File: src/rtl/fp_to_int_conv.sv
// Multi-cycle float-to-integer converter: unpack, align, round, then hold the
// result until the consumer takes it. Saturates with an invalid flag on overflow.
module fp_to_int_conv #(
  parameter int EXP_W = 8,
  parameter int MAN_W = 23,
  parameter int INT_W = 32
) (
  input  logic                 clk,
  input  logic                 reset,
  input  logic                 in_valid,
  output logic                 in_ready,
  input  logic [EXP_W+MAN_W:0] in_float,
  input  logic [2:0]           in_rm,
  input  logic                 in_signed,
  output logic                 out_valid,
  input  logic                 out_ready,
  output logic [INT_W-1:0]     out_int,
  output logic                 out_nv,
  output logic                 out_nx
);

  localparam int FP_W = 1 + EXP_W + MAN_W;
  localparam int BIAS = (1 << (EXP_W - 1)) - 1;
  localparam int EW   = (EXP_W + 2 > 9) ? EXP_W + 2 : 9;
  localparam int SW   = (INT_W > MAN_W + 1) ? INT_W : MAN_W + 1;
  localparam int RW   = 2 * MAN_W + 3;

  typedef enum logic [2:0] {S_IDLE, S_UNPACK, S_ALIGN, S_ROUND, S_OUT} state_e;
  typedef enum logic [2:0] {C_ZERO, C_SUB, C_NORM, C_INF, C_NAN} class_e;

  state_e                state_q, state_d;
  logic [FP_W-1:0]       op_q, op_d;
  logic [2:0]            rm_q, rm_d;
  logic                  is_signed_q, is_signed_d;
  class_e                cls_q, cls_d;
  logic [MAN_W:0]        sig_q, sig_d;
  logic signed [EW-1:0]  exp_q, exp_d;
  logic [INT_W-1:0]      mag_q, mag_d;
  logic                  rnd_q, rnd_d;
  logic                  stk_q, stk_d;
  logic                  big_q, big_d;
  logic [INT_W-1:0]      out_int_q, out_int_d;
  logic                  out_nv_q, out_nv_d;
  logic                  out_nx_q, out_nx_d;

  logic                  op_sign;
  logic [EXP_W-1:0]      op_exp;
  logic [MAN_W-1:0]      op_man;
  int                    exp_i;
  logic [SW-1:0]         ext;
  logic [RW-1:0]         rv;
  logic                  inc;
  logic [INT_W:0]        rounded;
  logic [INT_W-1:0]      pos_max;
  logic [INT_W-1:0]      neg_sat;
  logic                  ovf;
  logic                  uneg;

  assign op_sign = op_q[FP_W-1];
  assign op_exp  = op_q[FP_W-2:MAN_W];
  assign op_man  = op_q[MAN_W-1:0];
  assign exp_i   = int'(exp_q);

  // NOTE: sequential state uses non-blocking assignments so every flop samples pre-edge values.
  always_ff @(posedge clk or negedge reset) begin
    if (!reset) state_q <= S_IDLE;
    else        state_q <= state_d;
  end

  always_comb begin
    state_d = state_q;
    case (state_q)
      S_IDLE:   if (in_valid) state_d = S_UNPACK;
      S_UNPACK: state_d = S_ALIGN;
      S_ALIGN:  state_d = S_ROUND;
      S_ROUND:  state_d = S_OUT;
      S_OUT:    if (out_ready) state_d = S_IDLE;
      default:  state_d = S_IDLE;
    endcase
  end

  always_comb begin
    in_ready  = (state_q == S_IDLE);
    out_valid = (state_q == S_OUT);
  end

  assign out_int = out_int_q;
  assign out_nv  = out_nv_q;
  assign out_nx  = out_nx_q;

  // Capture, classify and align: each stage only rewrites its own registers.
  always_comb begin
    // NOTE: every *_d defaults to its *_q (and temporaries to zero) first, so no path can infer a latch.
    op_d        = op_q;
    rm_d        = rm_q;
    is_signed_d = is_signed_q;
    cls_d       = cls_q;
    sig_d       = sig_q;
    exp_d       = exp_q;
    mag_d       = mag_q;
    rnd_d       = rnd_q;
    stk_d       = stk_q;
    big_d       = big_q;
    ext         = '0;
    rv          = '0;
    case (state_q)
      S_IDLE: begin
        if (in_valid) begin
          op_d        = in_float;
          rm_d        = in_rm;
          is_signed_d = in_signed;
        end
      end
      S_UNPACK: begin
        if (op_exp == '0) begin
          cls_d = (op_man == '0) ? C_ZERO : C_SUB;
          sig_d = {1'b0, op_man};
          exp_d = EW'(1 - BIAS);
        end else if (&op_exp) begin
          cls_d = (op_man == '0) ? C_INF : C_NAN;
          sig_d = {1'b0, op_man};
          exp_d = '0;
        end else begin
          cls_d = C_NORM;
          sig_d = {1'b1, op_man};
          exp_d = EW'({{(EW-EXP_W){1'b0}}, op_exp}) - EW'(BIAS);
        end
      end
      S_ALIGN: begin
        mag_d = '0;
        rnd_d = 1'b0;
        stk_d = 1'b0;
        big_d = 1'b0;
        if (cls_q == C_NORM || cls_q == C_SUB) begin
          if (exp_i >= INT_W) begin
            big_d = 1'b1;
          end else if (exp_i >= MAN_W) begin
            ext   = SW'(sig_q) << (exp_i - MAN_W);
            mag_d = ext[INT_W-1:0];
          end else if (MAN_W - exp_i > MAN_W + 1) begin
            // Everything lies below the round position: only sticky survives.
            stk_d = |sig_q;
          end else begin
            rv    = {sig_q, {(MAN_W+2){1'b0}}} >> (MAN_W - exp_i);
            ext   = SW'(rv[RW-1 -: MAN_W+1]);
            mag_d = ext[INT_W-1:0];
            rnd_d = rv[MAN_W+1];
            stk_d = |rv[MAN_W:0];
          end
        end
      end
      default: ;
    endcase
  end

  // Rounding, range check and saturation; the result registers hold through OUT.
  always_comb begin
    out_int_d = out_int_q;
    out_nv_d  = out_nv_q;
    out_nx_d  = out_nx_q;
    case (rm_q)
      3'b001:  inc = (rnd_q | stk_q) & ~op_sign;
      3'b010:  inc = (rnd_q | stk_q) & op_sign;
      3'b011:  inc = rnd_q & (stk_q | mag_q[0]);
      3'b100:  inc = rnd_q;
      default: inc = 1'b0;
    endcase
    rounded = {1'b0, mag_q} + {{INT_W{1'b0}}, inc};
    pos_max = is_signed_q ? {1'b0, {(INT_W-1){1'b1}}} : {INT_W{1'b1}};
    neg_sat = is_signed_q ? {1'b1, {(INT_W-1){1'b0}}} : {INT_W{1'b0}};
    // Signed negatives may reach exactly 2^(INT_W-1); positives may not.
    ovf  = big_q || rounded[INT_W] ||
           (is_signed_q && (op_sign ? (rounded[INT_W-1] && |rounded[INT_W-2:0])
                                    : rounded[INT_W-1]));
    uneg = !is_signed_q && op_sign && |rounded;
    if (state_q == S_ROUND) begin
      out_int_d = '0;
      out_nv_d  = 1'b0;
      out_nx_d  = 1'b0;
      case (cls_q)
        C_NAN: begin
          out_int_d = pos_max;
          out_nv_d  = 1'b1;
        end
        C_INF: begin
          out_int_d = op_sign ? neg_sat : pos_max;
          out_nv_d  = 1'b1;
        end
        C_ZERO: ;
        default: begin
          if (ovf || uneg) begin
            out_int_d = op_sign ? neg_sat : pos_max;
            out_nv_d  = 1'b1;
          end else begin
            out_int_d = op_sign ? -rounded[INT_W-1:0] : rounded[INT_W-1:0];
            out_nx_d  = rnd_q | stk_q;
          end
        end
      endcase
    end
  end

  // NOTE: operand and intermediate registers are reset too, so nothing is X after reset release.
  always_ff @(posedge clk or negedge reset) begin
    if (!reset) begin
      op_q        <= '0;
      rm_q        <= '0;
      is_signed_q <= 1'b0;
      cls_q       <= C_ZERO;
      sig_q       <= '0;
      exp_q       <= '0;
      mag_q       <= '0;
      rnd_q       <= 1'b0;
      stk_q       <= 1'b0;
      big_q       <= 1'b0;
      out_int_q   <= '0;
      out_nv_q    <= 1'b0;
      out_nx_q    <= 1'b0;
    end else begin
      op_q        <= op_d;
      rm_q        <= rm_d;
      is_signed_q <= is_signed_d;
      cls_q       <= cls_d;
      sig_q       <= sig_d;
      exp_q       <= exp_d;
      mag_q       <= mag_d;
      rnd_q       <= rnd_d;
      stk_q       <= stk_d;
      big_q       <= big_d;
      out_int_q   <= out_int_d;
      out_nv_q    <= out_nv_d;
      out_nx_q    <= out_nx_d;
    end
  end

endmodule
File: config.mk
export PLATFORM = sky130hd
export DESIGN_NAME = fp_to_int_conv
export DESIGN_NICKNAME = d
export VERILOG_FILES = /design/src/rtl/fp_to_int_conv.sv
export SDC_FILE = /design/constraint.sdc
export NUM_CORES = 1
export LEC_CHECK = 0
export BUFFER_PORTS_ARGS = -buffer_cell sky130_fd_sc_hd__clkbuf_2
export CAP_MARGIN = 5
export CORE_UTILIZATION = 55
export DETAILED_ROUTE_END_ITERATION = 10
export PLACE_DENSITY = 0.74
export SYNTH_ARGS = -nofsm -noshare
export SYNTH_HDL_FRONTEND = slang
export SYNTH_SLANG_ARGS = --single-unit
File: constraint.sdc
create_clock -name clk -period 5.6 [get_ports clk]
set_input_delay 1.12 -clock clk [delete_from_list [all_inputs] [get_ports clk]]
set_output_delay 1.12 -clock clk [all_outputs]
set_load 0.05 [all_outputs]
==> run metrics, run 1 <==
final setup fails=0; Inserted Clock Buffers=17; complex-gate fraction of the synthesized area=0.238; number of H-tree levels=4; Clock Skews=0.0215 ns; Area contributors post-synth=dfrtp_1, nand2_1, mux2_2, o21ai_0, a21oi_1; pin count of the biggest net entering global routing=95; clk sinks=144; Max Buffers Root-to-Sink=2; sequential area share after synthesis=0.322; largest family of logic cells by synthesized area=compound AO/OA/AOI/OAI gates; Yosys reg bits=144; Root Buffer=clkbuf_16; hold slack=0.498 ns; Post-synth EDFFs=0; total grt overflow=0; mapped cell area=11,200 um2; R2R setup slack=0.54 ns; core area=19,700 um2; setup TNS=0 ns; fin crit period=5.06 ns; number of I/O port buffers=75; Data arrival, critical path=5.39 ns; Critical Setup Path Class=reg2reg; R2R Path Start=op_q[31]; Synth top area share=0.322; post-route cell area=12,200 um2; worst slew pin tran=1.02 ns; RSZ-0062 raised after global routing=no; global-route usage over all layers=0.349; CTS tree=built; crit path launch type=register; Chip Height=145 um; top cells by count, synth=nand2_1, dfrtp_1, o21ai_0; FF-to-FF path depth=15; std cell rows=51; Die Wd=145 um; CP Max Fanout=38; headroom to the max-slew limit=0.321; mean area per synthesized cell=8.09 um2; Final HPWL DP=25.6 mm; total wire length=35.0 mm; Reg area=3600 um2; DR iter-0 viols=1,506; # DRC=0; most instantiated library cell after synthesis=nand2_1; n_diodes=0; Fmax achieved=198 MHz; status=complete, no violations; Main synth FF type=dfrtp_1; Hold Crit Class=reg2reg; first-pass GRT wire length=55.9 mm; Final nets=1,439; Cells after Synth=1,382; # resized after CTS=0; area taken by multi-input logic gates=7060 um2; max cap viols=0; Worst Setup EP=out_int[26]; worst flop-to-flop path endpoint=out_int[26]; critical path data required time=5.93 ns; Setup Buffers After CTS=0; crit share post-route=0.904; placer congestion estimate=0.984; crit path from=op_q[31]; Placed Area=11,600 um2; area grow syn2layout=8.99%; Synth async-reset ratio=1.00; Final Hold Vio Count=0; Simple-Gate Fraction of Synth Area=0.231; fill count=1,748; Clock Pin Slew Worst Setup and Hold Paths=0.07 ns; first drt pass iteration count=6; Netlist cell types=87; die footprint=20,900 um2; cts-stage hold buffer count=0; initial antenna violation count=0; Synth Area in XOR/XNOR=0.0478; initial cell density of the core=0.567; syn_nets=1,433; vias=11,000; clk_lat worst skew=0.44 ns; share of post-route cells with drive strength above 1=0.161; routed vias/inst=6.59; critical path capture point type=register; synthesized-area fraction occupied by adder cells=0.0123; Yosys top cell by area=dfrtp_1; Ys Warns=0; drt wl/cell=21.0 um; # IOs=76; number of global-route vias before repair=10,200; post-synthesis mux area share=0.0998; Pins Over Slew Limit=0; DRT antenna net count=0
## cells in the final DEF (no fill, tap or decap), types with 8 or more instances in the layout
| cell | count |
|---|---|
| a211o_1 | 8 |
| a211oi_1 | 29 |
| a21o_1 | 8 |
| a21oi_1 | 93 |
| a22oi_1 | 8 |
| a31oi_1 | 22 |
| and2_1 | 14 |
| and3_1 | 14 |
| buf_4 | 22 |
| clkbuf_16 | 17 |
| clkbuf_2 | 74 |
| dfrtp_1 | 143 |
| ha_1 | 11 |
| inv_1 | 18 |
| mux2_2 | 48 |
| mux2i_1 | 44 |
| nand2_1 | 223 |
| nand2b_1 | 8 |
| nand3_1 | 31 |
| nand4_1 | 24 |
| nor2_1 | 92 |
| nor2b_1 | 11 |
| nor3_1 | 44 |
| nor4_1 | 22 |
| o211ai_1 | 9 |
| o21a_1 | 9 |
| o21ai_0 | 105 |
| o221ai_1 | 10 |
| o22ai_1 | 29 |
| xnor2_1 | 33 |
| xor2_1 | 25 |
## area by class of cell
type	count	share of cell area
Clock buffer	18	0.0352
Clock inverter	14	0.0116
Inverter	20	0.00616
Multi-Input combinational cell	1108	0.579
Sequential cell	144	0.296
Tap cell	265	0.0272
Timing Repair Buffer	97	0.0448
## critical path, cell delays in order (launching register included)
cell and delay (ns):
dfrtp_1 0.34, buf_4 0.36, a311oi_1 0.15, a21oi_1 0.16
ha_1 0.40, ha_1 0.32, nand3_1 0.38, nor2_1 0.67
and3_1 0.34, nor4_1 0.11, o21ai_1 0.39, nor4_4 0.14
a21oi_4 0.47, nor2_1 0.21, a41o_1 0.24, a311oi_1 0.27
## flip-flops by register name (all words and copies together) (netlist names)
| register | flops |
|---|---|
| mag_q | 32 |
| op_q | 32 |
| out_int | 32 |
| sig_q | 24 |
| exp_q | 9 |
| cls_q | 3 |
| rm_q | 3 |
| state_q | 3 |
| big_q | 1 |
| is_signed_q | 1 |
| out_nv | 1 |
| out_nx | 1 |
| rnd_q | 1 |
| stk_q | 1 |
## how the worst min path moves through the flow
| stage | startpoint | endpoint | slack, ns | depth (start not counted) |
|---|---|---|---|---|
| final | op_q[12] | sig_q[12] | 0.50 | 2 |
| after global routing | op_q[0] | sig_q[0] | 0.54 | 2 |
| after CTS | op_q[11] | sig_q[11] | 0.50 | 2 |
| after detailed placement | op_q[11] | sig_q[11] | 0.48 | 2 |
| after global placement | op_q[19] | sig_q[19] | 0.48 | 2 |
| after floorplan | op_q[10] | sig_q[10] | 0.46 | 2 |
## cells by family (layout without fill, tap and decap cells)
kind of cell	count (synthesis)	after routing
muxes	98	98
xor gates and xnor gates	61	61
adders and majority gates	11	11
DFF	144	144
buffers and inverters	130	149
and+or+nand+nor	531	531
AOI/OAI and AO/OA	407	407
## metrics by stage
step           setup WS, ns  utilization  instances
2_1_floorplan          1.30            -       1382
3_3_place_gp          0.838        0.589       1634
3_5_place_dp          0.708        0.589       1634
4_1_cts               0.686        0.618       1666
5_1_grt               0.188        0.618       1666
6_report              0.539        0.618       1666
## per-layer routing
metal  routed length (um)  GRT usage  vias to the layer above
met5                    0          0                        -
met3                 2730     0.0530                       94
met2                15600      0.530                      561
met1                15500      0.501                     5228
met4                 1140      0.130                        0
li1                     -          -                     5088
Power of run 1 is left out: the tool's default activity adds up to more than one toggle a clock period on the data nets, which glitch-free logic cannot reach.
==> run 2: changes to the inputs <==
- CORE_MARGIN: default -> 4
==> run metrics, run 2 (synthesis results as in run 1) <==
CP Max Fanout=11 (-71%); Crit path max-delay family=simple AND/OR/NAND/NOR gates; DRT antenna net count=0 (unchanged); first-pass GRT wire length=55.9 mm (+0.11%); final cell count without fillers=1,667 (+0.060%); CTS tree=built; Clock Pin Slew Worst Setup and Hold Paths=0.07 ns (about the same); final setup fails=0 (unchanged); area taken by multi-input logic gates=7060 um2 (unchanged); status=complete, no violations; worst slew pin tran=0.961 ns (-0.0575 ns); setup TNS=0 ns (unchanged); critical path data required time=5.95 ns (+0.02 ns); worst path cell trace=nor2_1 -> nor2_1 -> a311oi_1 -> a21oi_1 -> ha_1 -> ha_1 -> nand3_1 -> xnor2_1 -> nor3_1 -> nand4_1 -> nor4b_2 -> nand3_1 -> o41ai_1 -> xnor2_1 -> nand2_1 -> a41oi_1; gr busiest metal=met2; number of I/O port buffers=75 (unchanged); Inst Count DP=1,635 (+0.061%); Final nets=1,440 (+0.069%); fill count=1,731 (-0.97%); Chip Height=151 um (+4.1%); crit share post-route=0.870 (-0.0337); std cell rows=51 (unchanged); Worst Setup EP=out_int[31]; Reg area=3600 um2 (unchanged); Final Hold Vio Count=0 (unchanged); crit path from=rnd_q; pin count of the biggest net entering global routing=61 (-36%); hold slack=0.495 ns (-0.00299 ns); GR Util met3=0.0355 (-0.0175); initial antenna violation count=0 (unchanged); # resized after CTS=0 (unchanged); vias=11,000 (+0.48%); Inserted Clock Buffers=17 (unchanged); most frequent cells in the layout=nand2_1, dfrtp_1, o21ai_0, a21oi_1, nor2_1; Final HPWL DP=25.7 mm (+0.20%); CP bufs+invs=0 (-1); R2R setup slack=0.73 ns (+0.19 ns); total grt overflow=0 (unchanged); Max Buffers Root-to-Sink=2 (unchanged); leading cell type in the layout, fill and taps excluded=nand2_1; die footprint=22,700 um2 (+8.5%); number of H-tree levels=4 (unchanged); routed vias/inst=6.61 (+0.42%); Clock Skews=0.0125 ns (-0.00903 ns); share of post-route cells with drive strength above 1=0.162 (+0.00131); n_diodes=0 (unchanged); fin crit period=4.87 ns (-0.189 ns); drt wl/cell=20.9 um (-0.41%); clk sinks=144 (unchanged); Die Wd=151 um (+4.1%); Root Buffer=clkbuf_16; # DRC=0 (unchanged); first drt pass iteration count=8 (+2); global-route usage over all layers=0.310 (-0.0388); clk_lat worst skew=0.44 ns (about the same); RSZ-0062 raised after global routing=no; area grow syn2layout=9.40%; Hold Crit Class=reg2reg; initial cell density of the core=0.567 (unchanged); CP max stage cell=nor4b_2; headroom to the max-slew limit=0.359 (+0.0383); total wire length=34.8 mm (-0.35%); # IOs=76 (unchanged); core area=19,700 um2 (unchanged); Critical Setup Path Class=reg2reg; Pins Over Slew Limit=0 (unchanged); GRT met2 Usage=0.463 (-0.0667); max cap viols=0 (unchanged); DR iter-0 viols=1,491 (-1.0%); Data arrival, critical path=5.23 ns (-0.16 ns); Fmax achieved=205 MHz (+3.9%); number of global-route vias before repair=10,200 (+0.65%); Setup Buffers After CTS=0 (unchanged); placer congestion estimate=0.972 (-1.2%); FF-to-FF path depth=16 (+1); CP peak stage delay=0.60 ns (-0.07 ns); critical path capture point type=register; cts-stage hold buffer count=0 (unchanged); R2R Path Start=rnd_q; path length in cells of the critical path=16 (+1); crit path launch type=register; GR Layer Usage met1=0.460 (-0.0408); worst flop-to-flop path endpoint=out_int[31]
-- run 2: changes by cell type in the layout (fill, tap and decap cells not counted) --
| cell | change |
|---|---|
| clkbuf_1 | -1 |
| inv_8 | +4 |
| clkinvlp_4 | -3 |
| buf_4 | +1 |
| clkinv_8 | +2 |
| clkinv_2 | -1 |
| inv_6 | -1 |
-- run 2: worst min path at each step --
stage,from,to,slack [ns],cells past startpoint
2_1_floorplan,op_q[10],sig_q[10],0.46,2
6_report,op_q[4],sig_q[4],0.50,2
3_5_place_dp,op_q[1],sig_q[1],0.48,2
4_1_cts,op_q[1],sig_q[1],0.50,2
5_1_grt,op_q[4],sig_q[4],0.53,2
3_3_place_gp,op_q[1],sig_q[1],0.48,2
-- run 2: stage by stage --
| step | utilization | setup WS, ns | cell area, um2 |
|---|---|---|---|
| 2_1_floorplan | - | 1.30 | 11200 |
| 3_3_place_gp | 0.590 | 1.00 | 11600 |
| 3_5_place_dp | 0.590 | 0.874 | 11600 |
| 4_1_cts | 0.621 | 0.857 | 12200 |
| 5_1_grt | 0.621 | 0.310 | 12200 |
| 6_report | 0.621 | 0.728 | 12200 |
-- run 2: layer usage --
metal	share of wire	vias up	routed length [um]
met1	0.44	5216	15400
li1	-	5105	-
met3	0.079	92	2750
met2	0.44	611	15500
met5	0	-	0
met4	0.034	0	1200
-- run 2: worst min-delay path, cell delays in order, from the launching register on --
cell	delay, ns
dfrtp_1	0.36
nand2_1	0.06
nand2_1	0.05
-- run 2: final cells by class --
cell class,instances,share of cell area
Sequential cell,144,0.295
Timing Repair Buffer,98,0.0453
Inverter,20,0.00613
Clock buffer,17,0.0348
Tap cell,265,0.0271
Multi-Input combinational cell,1108,0.577
Clock inverter,15,0.0149
Power of run 2 is left out for the same reason.
